==> src/rtl/task_icd_pkg.sv <==
// Shared constants for the host task interface: header layout, payload
// limits, the bank command opcode and the response codes returned to the host.
package task_icd_pkg;

    localparam logic [31:0] HEADER_BYTES      = 32'd8;
    localparam logic [31:0] MAX_PAYLOAD_WORDS = 32'd8;
    localparam logic [31:0] OP_BANK_CMD       = 32'h0000_0002;

    typedef enum logic [31:0] {
        TASK_VALID      = 32'd0,
        HEADER_INVALID  = 32'd1,
        PAYLOAD_INVALID = 32'd2,
        EXE_ERROR       = 32'd3
    } resp_code_e;

endpackage

==> src/rtl/bank_task_deframer.sv <==
// Host task deframer in front of bank_cmd: parses opcode/length header,
// collects up to four bank/value pairs, dispatches them as a one-cycle strobe,
// then returns the bank_cmd response (or an error code) as one response word.
module bank_task_deframer
    import task_icd_pkg::*;
#(
    parameter int unsigned RESP_TIMEOUT = 200000
) (
    input  logic        clk,
    input  logic        rst_n,
    input  logic        asi_task_valid,
    output logic        asi_task_ready,
    input  logic [31:0] asi_task_data,
    input  logic        asi_task_eop,
    output logic        task_valid,
    output logic [31:0] len_bytes,
    output logic [31:0] bank0,
    output logic [31:0] bank1,
    output logic [31:0] bank2,
    output logic [31:0] bank3,
    output logic [31:0] val0,
    output logic [31:0] val1,
    output logic [31:0] val2,
    output logic [31:0] val3,
    input  logic        resp_valid,
    input  logic [31:0] resp,
    output logic        aso_resp_valid,
    input  logic        aso_resp_ready,
    output logic [31:0] aso_resp_data
);

    typedef enum logic [2:0] {
        IDLE,
        HDR_LEN,
        PAYLOAD,
        DISPATCH,
        WAIT_RESP,
        SEND_RESP,
        DRAIN
    } state_e;

    state_e      state;
    logic [31:0] opcode;
    logic [31:0] bank_r [4];
    logic [31:0] val_r  [4];
    logic [2:0]  idx;
    logic [3:0]  n_words;
    resp_code_e  pend_code;
    logic [31:0] tmo_cnt;

    logic        accept;
    logic [31:0] n_calc;
    logic        hdr_ok;

    // Input handshake is open only in the word-consuming states.
    assign asi_task_ready = rst_n && ((state == IDLE) || (state == HDR_LEN) ||
                                      (state == PAYLOAD) || (state == DRAIN));
    assign accept = asi_task_valid && asi_task_ready;

    // Header decode on the length word as it arrives.
    always_comb begin
        n_calc = (asi_task_data - HEADER_BYTES) >> 2;
        hdr_ok = (opcode == OP_BANK_CMD) &&
                 (asi_task_data[1:0] == 2'b00) &&
                 (asi_task_data >= HEADER_BYTES) &&
                 (n_calc <= MAX_PAYLOAD_WORDS);
    end

    assign bank0 = bank_r[0];
    assign bank1 = bank_r[1];
    assign bank2 = bank_r[2];
    assign bank3 = bank_r[3];
    assign val0  = val_r[0];
    assign val1  = val_r[1];
    assign val2  = val_r[2];
    assign val3  = val_r[3];

    // Frame parser, dispatch and response FSM with registered outputs.
    always_ff @(posedge clk) begin
        if (!rst_n) begin
            state          <= IDLE;
            opcode         <= '0;
            len_bytes      <= '0;
            for (int unsigned i = 0; i < 4; i++) begin
                bank_r[i] <= '0;
                val_r[i]  <= '0;
            end
            idx            <= '0;
            n_words        <= '0;
            pend_code      <= TASK_VALID;
            tmo_cnt        <= '0;
            task_valid     <= 1'b0;
            aso_resp_valid <= 1'b0;
            aso_resp_data  <= '0;
        end else begin
            task_valid <= 1'b0;
            case (state)
                IDLE: begin
                    if (accept) begin
                        opcode <= asi_task_data;
                        if (asi_task_eop) begin
                            aso_resp_valid <= 1'b1;
                            aso_resp_data  <= HEADER_INVALID;
                            state          <= SEND_RESP;
                        end else begin
                            state <= HDR_LEN;
                        end
                    end
                end
                HDR_LEN: begin
                    if (accept) begin
                        len_bytes <= asi_task_data;
                        for (int unsigned i = 0; i < 4; i++) begin
                            bank_r[i] <= '0;
                            val_r[i]  <= '0;
                        end
                        idx     <= '0;
                        n_words <= n_calc[3:0];
                        if (hdr_ok && (n_calc == '0) && asi_task_eop) begin
                            task_valid <= 1'b1;
                            state      <= DISPATCH;
                        end else if (hdr_ok && (n_calc != '0) && !asi_task_eop) begin
                            state <= PAYLOAD;
                        end else if (asi_task_eop) begin
                            aso_resp_valid <= 1'b1;
                            aso_resp_data  <= HEADER_INVALID;
                            state          <= SEND_RESP;
                        end else begin
                            pend_code <= HEADER_INVALID;
                            state     <= DRAIN;
                        end
                    end
                end
                PAYLOAD: begin
                    if (accept) begin
                        if (idx[0]) val_r[idx[2:1]]  <= asi_task_data;
                        else        bank_r[idx[2:1]] <= asi_task_data;
                        idx <= idx + 3'd1;
                        if (asi_task_eop) begin
                            if ({1'b0, idx} == n_words - 4'd1) begin
                                task_valid <= 1'b1;
                                state      <= DISPATCH;
                            end else begin
                                aso_resp_valid <= 1'b1;
                                aso_resp_data  <= HEADER_INVALID;
                                state          <= SEND_RESP;
                            end
                        end else if ({1'b0, idx} == n_words - 4'd1) begin
                            pend_code <= HEADER_INVALID;
                            state     <= DRAIN;
                        end
                    end
                end
                DRAIN: begin
                    if (accept && asi_task_eop) begin
                        aso_resp_valid <= 1'b1;
                        aso_resp_data  <= pend_code;
                        state          <= SEND_RESP;
                    end
                end
                DISPATCH: begin
                    tmo_cnt <= '0;
                    state   <= WAIT_RESP;
                end
                WAIT_RESP: begin
                    // Counter holds ticks since dispatch; it stops at the limit so it cannot wrap.
                    if (resp_valid) begin
                        aso_resp_valid <= 1'b1;
                        aso_resp_data  <= resp;
                        state          <= SEND_RESP;
                    end else if (tmo_cnt + 32'd1 == RESP_TIMEOUT) begin
                        aso_resp_valid <= 1'b1;
                        aso_resp_data  <= EXE_ERROR;
                        state          <= SEND_RESP;
                    end else begin
                        tmo_cnt <= tmo_cnt + 32'd1;
                    end
                end
                SEND_RESP: begin
                    if (aso_resp_ready) begin
                        aso_resp_valid <= 1'b0;
                        state          <= IDLE;
                    end
                end
                default: state <= IDLE;
            endcase
        end
    end

endmodule

==> config.mk <==
export PLATFORM = sky130hd
export DESIGN_NAME = bank_task_deframer
export DESIGN_NICKNAME = d
export VERILOG_FILES = /design/src/rtl/task_icd_pkg.sv /design/src/rtl/bank_task_deframer.sv
export SDC_FILE = /design/constraint.sdc
export NUM_CORES = 1
export LEC_CHECK = 0
export CAP_MARGIN = 30
export CORE_ASPECT_RATIO = 1.4
export CORE_UTILIZATION = 35
export CTS_BUF_LIST = sky130_fd_sc_hd__clkbuf_2 sky130_fd_sc_hd__clkbuf_4 sky130_fd_sc_hd__clkbuf_8
export DETAILED_ROUTE_END_ITERATION = 8
export PLACE_DENSITY = 0.66
export SLEW_MARGIN = 20
export SYNTH_ARGS = -nofsm -noshare
export SYNTH_HDL_FRONTEND = slang
export SYNTH_SLANG_ARGS = --single-unit
==> constraint.sdc <==
create_clock -name clk -period 5.2 [get_ports clk]
set_input_delay 0.78 -clock clk [delete_from_list [all_inputs] [get_ports clk]]
set_output_delay 0.78 -clock clk [all_outputs]
set_load 0.01 [all_outputs]
# After elaboration in Yosys (flattened, before gate mapping)
# Memory sizes are Yosys's and may differ from the RTL's.
# Cells that the tools add are included.
op_classes:
  muxes: 89
  n_reduce_logical: 32
  n_eq_ne: 25
  n_bitwise: 8
  order_cmp: 2
  add_sub_neg: 4
op_table:
  columns: ["cell", "n"]
  rows:
  - ["$mux W32", 30]
  - ["$pmux W32 S5", 1]
  - ["$pmux W32 S2", 2]
  - ["$reduce_or A32 Y1", 2]
  - ["$mux W3", 15]
  - ["$mux W1", 34]
  - ["$add A32 B1 Y32 const B", 1]
  - ["$eq A32 B18 Y1 const B", 1]
  - ["$eq A32 B2 Y1 const B", 1]
  - ["$ge A32 B4 Y1 const B", 1]
  - ["$logic_not A32 Y1", 1]
  - ["$reduce_bool A32 Y1", 1]
  - ["$sub A32 B4 Y32 const B", 1]
  - ["$le A30 B4 Y1 const B", 1]
  - ["$ne A2 B2 Y1 const B", 12]
  - ["$pmux W3 S7", 1]
  - ["$reduce_and A11 Y1", 1]
  - ["$logic_and A1 B1 Y1", 10]
  - ["$reduce_and A10 Y1", 1]
  - ["$eq A3 B3 Y1 const B", 3]
  - ["$or A1 B1 Y1", 8]
  - ["$reduce_and A8 Y1", 1]
  - ["$reduce_and A7 Y1", 1]
  - ["$eq A3 B2 Y1 const B", 2]
  - ["20 further kinds", 28]
word_totals:
  wordCells: 172
  input_bits: 70
  output_inout_bits: 323
  regBits: 172
  mem_count: 2
  ram_bits: 256
memory_table:
  columns: ["name", "depth", "width", "read_ports", "rd_clocked_by_memory_dff", "write_ports", "line", "text"]
  rows:
  - ["bank_r", 4, 32, 4, 0, 4, "bank_task_deframer.sv:44", "logic [31:0] bank_r [4];"]
  - ["val_r", 4, 32, 4, 0, 4, "bank_task_deframer.sv:45", "logic [31:0] val_r [4];"]

# Depth between registers and ports, before layout
# Gate-level depths: netlist of the first run.
depth:
  ltp_word: 12
  depth_mapped: 13
  depth_no_buf: 10

# Worst setup path before layout of the first run
# OpenSTA, ideal clock, no wires.
synth_timing:
  path_type: "input to register"
  start: "in rst_n"
  end: "mem bank_r[3][0] (enable)"
  arrival_ns: 4.332
  cell_stages: 7
  setup_slack_ns: 0.402
  path_buffers: 2
  cell_sequence: "clkbuf_1 o21a_1 and2_1 nand2_1 or3_1 clkbuf_1 o21ai_0"
synth_rtl:
  columns: ["element", "line", "text"]
  rows:
  - ["start: declaration", "bank_task_deframer.sv:10", "input logic rst_n,"]
  - ["end: declaration", "bank_task_deframer.sv:44", null]

# Final worst setup path of the first run
layout_timing:
  start: "reg tmo_cnt[4]"
  end: "reg tmo_cnt[6]"
layout_via:
  elab_chain_len: 4
layout_rtl:
  columns: ["element", "line", "text"]
  rows:
  - ["start: declaration", "bank_task_deframer.sv:49", "logic [31:0] tmo_cnt;"]
  - ["start signal: assignment", "bank_task_deframer.sv:176", "tmo_cnt <= tmo_cnt + 32'd1;"]
  - ["$add A32 B1 Y32 (*)", "bank_task_deframer.sv:171, bank_task_deframer.sv:176", null]
  - ["$eq A32 B18 Y1 / $mux W32 (equally long branches)", "bank_task_deframer.sv:171", "end else if (tmo_cnt + 32'd1 == RESP_TIMEOUT) begin"]
  - ["$ne A2 B2 Y1 (no source line) / $mux W32 (equally long branches)", null, null]
  - ["$reduce_and A3 Y1 (no source line) / $pmux W32 S2 (equally long branches)", null, null]
# Every way passes the cells marked *; elsewhere a longest branch is shown, timed or not. The select of a mux whose other input is x is not followed.
# A chain may end at the register's enable or synchronous reset.

==> metrics.md, run 1 <==
| Metric | Value |
|---|---|
| Status | `completed` |
| Arrival time at the worst endpoint | `4.67 ns` |
| Area of the mapped netlist | `0.0167 sq mm` |
| Number of stages on the worst hold path | `2` |
| Most common flop cell mapped by yosys | `sky130_fd_sc_hd__edfxtp_1` |
| Area of the die | `0.0485 sq mm` |
| Count of nets after finishing | `1926` |
| R2r worst-path depth | `8` |
| Cell count after synthesis | `1487` |
| Die height | `260 um` |
| Final Hold Violating Endpoints | `0` |
| Number of library cell types mapped by synthesis | `73` |
| Total global routing track utilization | `0.210` |
| Endpoint, Worst Hold | `aso_resp_data[21]` |
| Capturing element type of the critical path | `flop` |
| Number of filler cells placed in the layout | `4268` |
| Switching power share of the total | `0.264` |
| Number of buffers inserted during clock tree synthesis | `60` |
| CORE AREA | `0.0470 sq mm` |
| DP Worst Slack | `0.652 ns` |
| Mean instance size in the synthesized netlist | `11.2 sq um` |
| Register bit total from synthesis | `396` |
| Number of setup buffers added after CTS | `0` |
| Clock input transition at the sequential cells of the worst setup and hold paths | `0.06 ns` |
| Launching instance or port of the critical path | `tmo_cnt[4]` |
| Type of the most critical hold path | `flop to flop` |
| Starting density of the core | `0.354` |
| Row count | `94` |
| Power Internal | `0.00547 W` |
| Reg-to-reg startpoint | `tmo_cnt[4]` |
| Worst Max-Slew Pin Slew | `0.952 ns` |
| Terminus of the critical flop-to-flop path | `tmo_cnt[6]` |
| Fin crit period | `4.20 ns` |
| CTS-repair resized insts | `0` |
| Switching pwr | `0.00197 W` |
| Sequential fraction of the synthesis area | `0.629` |
| Start point of the worst hold path | `aso_resp_data[21]` |
| Delay contributed by the slowest stage of the critical path | `0.86 ns` |
| Fraction of synthesis flops using an asynchronous set or reset pin | `0` |
| Number of design rule violations left after detail routing | `0` |
| Peak clock frequency supported by timing | `238 MHz` |
| Power per Cell Area | `329 mW/mm^2` |
| Maximum net fanout on the critical path | `27` |
| Leading cell type in the layout, fill and taps excluded | `sky130_fd_sc_hd__clkdlybuf4s50_1` |
| Largest net degree at the start of global routing | `64` |
| Die span in x | `186 um` |
| Number of failing setup endpoints in the final timing report | `0` |
| Vias | `12829` |
| Antenna violations before repair | `8` |
| Final global-route overflow total | `0` |
| Critical path cell sequence | `nand4_1, or4_1, nor3_1, or3_1, a2bb2oi_1, a41o_1, o211ai_4, a31oi_1` |
| Syn_nets | `1561` |
| Share of final-layout standard cells stronger than drive strength 1 | `0.0975` |
| Residual antenna-violating net count after detailed routing | `0` |
| Routed vias/inst | `5.08` |
| Number of DRC markers after the initial detailed-route iteration | `936` |
| CTS sink cnt | `396` |
| CTS hold repair buffers | `0` |
| Clock power share | `0.353` |
| Slowest cell on the critical path | `sky130_fd_sc_hd__or4_1` |
| CTS tree | `done` |
| Register-to-register setup slack | `1.0 ns` |
| Number of global-route vias before repair | `12411` |
| Area growth from synthesis to final layout | `35.4%` |
| Sum of routed wire length over all layers | `52300 um` |
| Number of buffers on the longest clock path | `3` |
| Maxcap violations | `0` |
| First-pass GRT wire length | `77500 um` |
| Startpoint type of the worst setup path | `flop` |
| Logic gate share of total power | `0.152` |
| Final clock skew | `0.0147 ns` |
| Number of iterations in the first detailed-routing pass | `5` |
| Type of the worst setup path | `flop to flop` |
| H-tree depth | `2` |
| Summed negative setup slack over all endpoints | `0 ns` |
| Count of pins over their slew limit | `0` |
| Clock insertion delay at the later pin of the skew report | `0.63 ns` |
| Final worst slack | `0.998 ns` |
| Commonest cells after routing, fill and taps aside | `sky130_fd_sc_hd__clkdlybuf4s50_1, sky130_fd_sc_hd__edfxtp_1, sky130_fd_sc_hd__and2_1, sky130_fd_sc_hd__nand2_1, sky130_fd_sc_hd__dfxtp_1` |
| Number of warnings printed during yosys synthesis | `0` |
| Worst Path Required | `5.66 ns` |
| Number of synthesized flops with an enable pin | `256` |
| Setup repair after global routing missed its margin | `no` |
| Final RePlAce weighted congestion | `0.812` |
| Register share of total power | `0.495` |
| Root Driver | `sky130_fd_sc_hd__clkbuf_8` |
| Share of the clock period used by the worst path | `0.808` |
| Placed wire-length estimate | `36100 um` |
| Port Buffers | `392` |
| Average wire per standard cell | `20.7 um` |
| IO Pins | `393` |
| Worst vdd ir | `210 uV` |
| Slew HR | `0.363` |
| Leakage power figure | `8.05 nW` |
-- per-stage QoR --
step	area, sq um	hold WS [ns]	power [W]	std cells	util
2_1_floorplan	16700	0.426	0.00425	1487	-
3_3_place_gp	21200	0.436	0.00484	2406	0.450
3_5_place_dp	21300	0.445	0.00488	2410	0.452
4_1_cts	22500	0.454	0.00749	2517	0.478
5_1_grt	22600	0.471	0.00771	2522	0.480
6_report	22600	0.451	0.00744	2524	0.480
-- power groups by stage --
stage	clock [W]	sequential [W]	combinational, W
3_5_place_dp	0	0.00375	0.00113
2_1_floorplan	0	0.00381	0.000438
5_1_grt	0.00281	0.00370	0.00121
3_3_place_gp	0	0.00374	0.00110
4_1_cts	0.00268	0.00368	0.00113
6_report	0.00262	0.00368	0.00113
-- how the worst max path moves through the flow --
stage                                  end  cells after the start  slack, ns
final                           tmo_cnt[6]                      8        1.0
after global routing           tmo_cnt[20]                      8       0.71
after CTS                       tmo_cnt[6]                      8       1.01
after detailed placement  aso_resp_data[0]                     11       0.65
after global placement    aso_resp_data[0]                     11       0.68
after floorplan               bank_r[3][0]                      7       0.40
-- final cells by class --
type	instances	area (sq um)	share of cell area
well taps	624	781	0.0346
flip-flops and latches	396	10500	0.465
clock buffers	81	1000	0.0444
repair buffers	431	4340	0.192
clock inverters	26	196	0.00870
diodes	3	7.51	0.000333
multi-input cells	943	5680	0.252
inverters	20	75.1	0.00333
-- cells in the mapped netlist, types with 8 or more instances --
library cell,n,area share
sky130_fd_sc_hd__and3_1,8,0.0030
sky130_fd_sc_hd__o21ai_1,32,0.0096
sky130_fd_sc_hd__nor2_1,76,0.017
sky130_fd_sc_hd__nand3_1,33,0.0099
sky130_fd_sc_hd__dfxtp_1,140,0.17
sky130_fd_sc_hd__nand2_1,170,0.038
sky130_fd_sc_hd__mux2i_1,32,0.019
sky130_fd_sc_hd__edfxtp_1,256,0.46
sky130_fd_sc_hd__nand2b_1,16,0.0060
sky130_fd_sc_hd__nand4_1,27,0.010
sky130_fd_sc_hd__and2_1,235,0.088
sky130_fd_sc_hd__a31oi_2,9,0.0068
sky130_fd_sc_hd__nor4_1,29,0.011
sky130_fd_sc_hd__xnor2_1,11,0.0058
sky130_fd_sc_hd__buf_2,14,0.0042
sky130_fd_sc_hd__nor3_1,36,0.011
sky130_fd_sc_hd__o21ai_0,29,0.0087
sky130_fd_sc_hd__clkbuf_1,102,0.023
sky130_fd_sc_hd__inv_1,17,0.0038
sky130_fd_sc_hd__or3_1,15,0.0056
sky130_fd_sc_hd__a31oi_1,38,0.014
sky130_fd_sc_hd__a21oi_1,51,0.015
-- critical path: cells and delay by family (launching register included) --
kind	cells	cell delay (ns)
simple gates	4	1.93
compound gates	4	1.57
flops	1	0.51
-- flip-flops by register name, summed over array words and instances (netlist names) --
signal / cells
task_valid: 1
bank_r: 128
val_r: 128
aso_resp_data: 32
state: 3
opcode: 32
aso_resp_valid: 1
pend_code: 1
n_words: 3
len_bytes: 32
idx: 3
tmo_cnt: 32
-- cell families after synthesis --
logic type / count (synthesis) / synth area share
simple gates: 677 / 0.216
flops: 396 / 0.629
compound gates: 213 / 0.0855
buf+inv: 148 / 0.0375
mux: 32 / 0.0192
xor+xnor: 17 / 0.00976
fa+ha+maj: 4 / 0.00300
-- per-layer routing --
layer / part of all wire / track usage / wire (um)
met1: 0.39 / 0.245 / 20300
met4: 0.033 / 0.0801 / 1730
met3: 0.059 / 0.0359 / 3110
met2: 0.52 / 0.382 / 27100
met5: 0.00096 / 0 / 50
(Power assumes the default switching activity.)
==> inputs of run 2 (changes only) <==
Clock period 5.2 ns to 3.9 ns, I/O delays scaled along.
==> metrics.md, run 2 (synthesized netlist as in run 1, its figures left out) <==
| Metric | Value |
|---|---|
| Final RePlAce weighted congestion | `0.932 (+15%)` |
| Critical path cell sequence | `nand4_1, buf_4, nor4_1, buf_4, xnor2_1, nand3_1, nor4b_1, a41o_1, o211a_4, buf_12, o221a_1` |
| Leakage power figure | `8.28 nW (+2.9%)` |
| Final cell count without fillers | `2572 (+1.9%)` |
| Maximum net fanout on the critical path | `16 (-41%)` |
| Final global-route overflow total | `0 (unchanged)` |
| Number of buffers on the longest clock path | `3 (unchanged)` |
| Clock input transition at the sequential cells of the worst setup and hold paths | `0.06 ns (about the same)` |
| Count of nets after finishing | `1968 (+2.2%)` |
| Power Internal | `0.00732 W (+34%)` |
| Count of buffering cells on the critical path with inverters included | `3 (+3)` |
| Die span in x | `186 um (unchanged)` |
| Arrival time at the worst endpoint | `4.04 ns (-0.63 ns)` |
| Slowest cell on the critical path | `sky130_fd_sc_hd__dfxtp_1` |
| Sum of routed wire length over all layers | `52700 um (+0.63%)` |
| Total placed cells including tap cells | `2455 (+1.9%)` |
| Switching pwr | `0.00263 W (+34%)` |
| Die height | `260 um (unchanged)` |
| Maxcap violations | `0 (unchanged)` |
| Capturing element type of the critical path | `flop` |
| Starting density of the core | `0.354 (unchanged)` |
| Number of DRC markers after the initial detailed-route iteration | `951 (+1.6%)` |
| Average wire per standard cell | `20.5 um (-1.2%)` |
| CTS-repair resized insts | `0 (unchanged)` |
| Kind of cell with the highest combined delay on the critical path | `simple AND/OR/NAND/NOR gates` |
| CTS tree | `done` |
| Switching power share of the total | `0.264 (about the same)` |
| Power per Cell Area | `434 mW/mm^2 (+32%)` |
| Worst Hold Slack | `0.450 ns (-0.000718 ns)` |
| Worst Path Required | `4.45 ns (-1.21 ns)` |
| Total Power Consumption | `0.00995 W (+34%)` |
| Clock insertion delay at the later pin of the skew report | `0.63 ns (about the same)` |
| CTS hold repair buffers | `0 (unchanged)` |
| Routed vias/inst | `5.00 (-1.7%)` |
| Placed wire-length estimate | `37600 um (+4.2%)` |
| Startpoint type of the worst setup path | `flop` |
| Worst vdd ir | `235 uV (+12%)` |
| Final clock skew | `0.0389 ns (+0.0242 ns)` |
| Antenna violations before repair | `6 (-2)` |
| Number of global-route vias before repair | `12602 (+1.5%)` |
| Port Buffers | `392 (unchanged)` |
| CORE AREA | `0.0470 sq mm (unchanged)` |
| Status | `completed` |
| H-tree depth | `2 (unchanged)` |
| Final worst slack | `0.410 ns (-0.589 ns)` |
| Most frequent CP cell | `sky130_fd_sc_hd__buf_4` |
| Vias | `12854 (+0.19%)` |
| Row count | `94 (unchanged)` |
| Top Registers | `bank_r: 128 flops, val_r: 128 flops` |
| Worst Max-Slew Pin Slew | `0.858 ns (-0.0934 ns)` |
| Number of setup buffers added after CTS | `0 (unchanged)` |
| Clock power share | `0.351 (-0.002)` |
| Delay contributed by the slowest stage of the critical path | `0.50 ns (-0.36 ns)` |
| Summed negative setup slack over all endpoints | `0 ns (unchanged)` |
| Share of the clock period used by the worst path | `0.895 (+0.0869)` |
| Number of design rule violations left after detail routing | `0 (unchanged)` |
| Number of buffers inserted during clock tree synthesis | `60 (unchanged)` |
| Register share of total power | `0.493 (-0.002)` |
| Final Hold Violating Endpoints | `0 (unchanged)` |
| Total global routing track utilization | `0.211 (+0.00102)` |
| Area of the die | `0.0485 sq mm (unchanged)` |
| Count of pins over their slew limit | `0 (unchanged)` |
| Peak clock frequency supported by timing | `287 MHz (+20%)` |
| DP Worst Slack | `0.176 ns (-0.476 ns)` |
| Leading cell type in the layout, fill and taps excluded | `sky130_fd_sc_hd__clkdlybuf4s50_1` |
| Number of iterations in the first detailed-routing pass | `5 (unchanged)` |
| Fin crit period | `3.49 ns (-0.711 ns)` |
| IO Pins | `393 (unchanged)` |
| Commonest cells after routing, fill and taps aside | `sky130_fd_sc_hd__clkdlybuf4s50_1, sky130_fd_sc_hd__edfxtp_1, sky130_fd_sc_hd__and2_1, sky130_fd_sc_hd__nand2_1, sky130_fd_sc_hd__dfxtp_1` |
| Number of failing setup endpoints in the final timing report | `0 (unchanged)` |
| Area growth from synthesis to final layout | `37.5%` |
| Residual antenna-violating net count after detailed routing | `0 (unchanged)` |
| Share of final-layout standard cells stronger than drive strength 1 | `0.122 (+0.0250)` |
| First-pass GRT wire length | `77500 um (about the same)` |
| Slew HR | `0.426 (+0.0633)` |
| CTS sink cnt | `396 (unchanged)` |
| Type of the most critical hold path | `flop to flop` |
| Setup repair after global routing missed its margin | `no` |
| Type of the worst setup path | `flop to flop` |
| Logic gate share of total power | `0.156 (+0.004)` |
| Largest net degree at the start of global routing | `62 (-3.1%)` |
| Root Driver | `sky130_fd_sc_hd__clkbuf_8` |
[run 2: cell type report]
class,count,area [sq um]
well taps,624,781
multi-input cells,943,5670
diodes,5,12.5
clock inverters,20,116
inverters,20,75.1
flip-flops and latches,396,10500
clock buffers,91,1120
repair buffers,473,4650
fillers,4226,24100
[run 2: per-layer routing]
layer	GRT usage	part of all wire	vias up
li1	-	-	6089
met1	0.235	0.38	6208
met2	0.394	0.53	447
met3	0.0341	0.052	106
met4	0.0891	0.036	4
met5	0	0.00047	-
[run 2: worst paths after layout]
check                          from                end  slack, ns  depth (start not counted)
setup / recovery         tmo_cnt[3]   aso_resp_data[0]       0.41                         11
hold / removal    aso_resp_data[23]  aso_resp_data[23]       0.45                          2
setup reg to reg         tmo_cnt[3]   aso_resp_data[0]       0.41                         11
hold reg to reg   aso_resp_data[23]  aso_resp_data[23]       0.45                          2
[run 2: per-stage QoR]
step                 util  cell area [sq um]
finish              0.487              22900
global route        0.487              22900
CTS                 0.486              22900
detailed placement  0.460              21600
global placement    0.460              21600
floorplan               -              16700
[run 2: power groups by stage]
stage / Clock [W] / Combinational (W) / Sequential, W
2_1_floorplan: 0 / 0.000585 / 0.00508
3_3_place_gp: 0 / 0.00155 / 0.00498
3_5_place_dp: 0 / 0.00156 / 0.00499
4_1_cts: 0.00358 / 0.00157 / 0.00490
5_1_grt: 0.00376 / 0.00166 / 0.00493
6_report: 0.00349 / 0.00156 / 0.00490
[run 2: worst register-to-register path, cell delays in order (launching register included)]
cell and delay [ns]:
sky130_fd_sc_hd__dfxtp_1 0.50, sky130_fd_sc_hd__nand4_1 0.24, sky130_fd_sc_hd__buf_4 0.24, sky130_fd_sc_hd__nor4_1 0.41, sky130_fd_sc_hd__buf_4 0.19, sky130_fd_sc_hd__xnor2_1 0.19, sky130_fd_sc_hd__nand3_1 0.14, sky130_fd_sc_hd__nor4b_1 0.48
sky130_fd_sc_hd__a41o_1 0.44, sky130_fd_sc_hd__o211a_4 0.25, sky130_fd_sc_hd__buf_12 0.15, sky130_fd_sc_hd__o221a_1 0.18
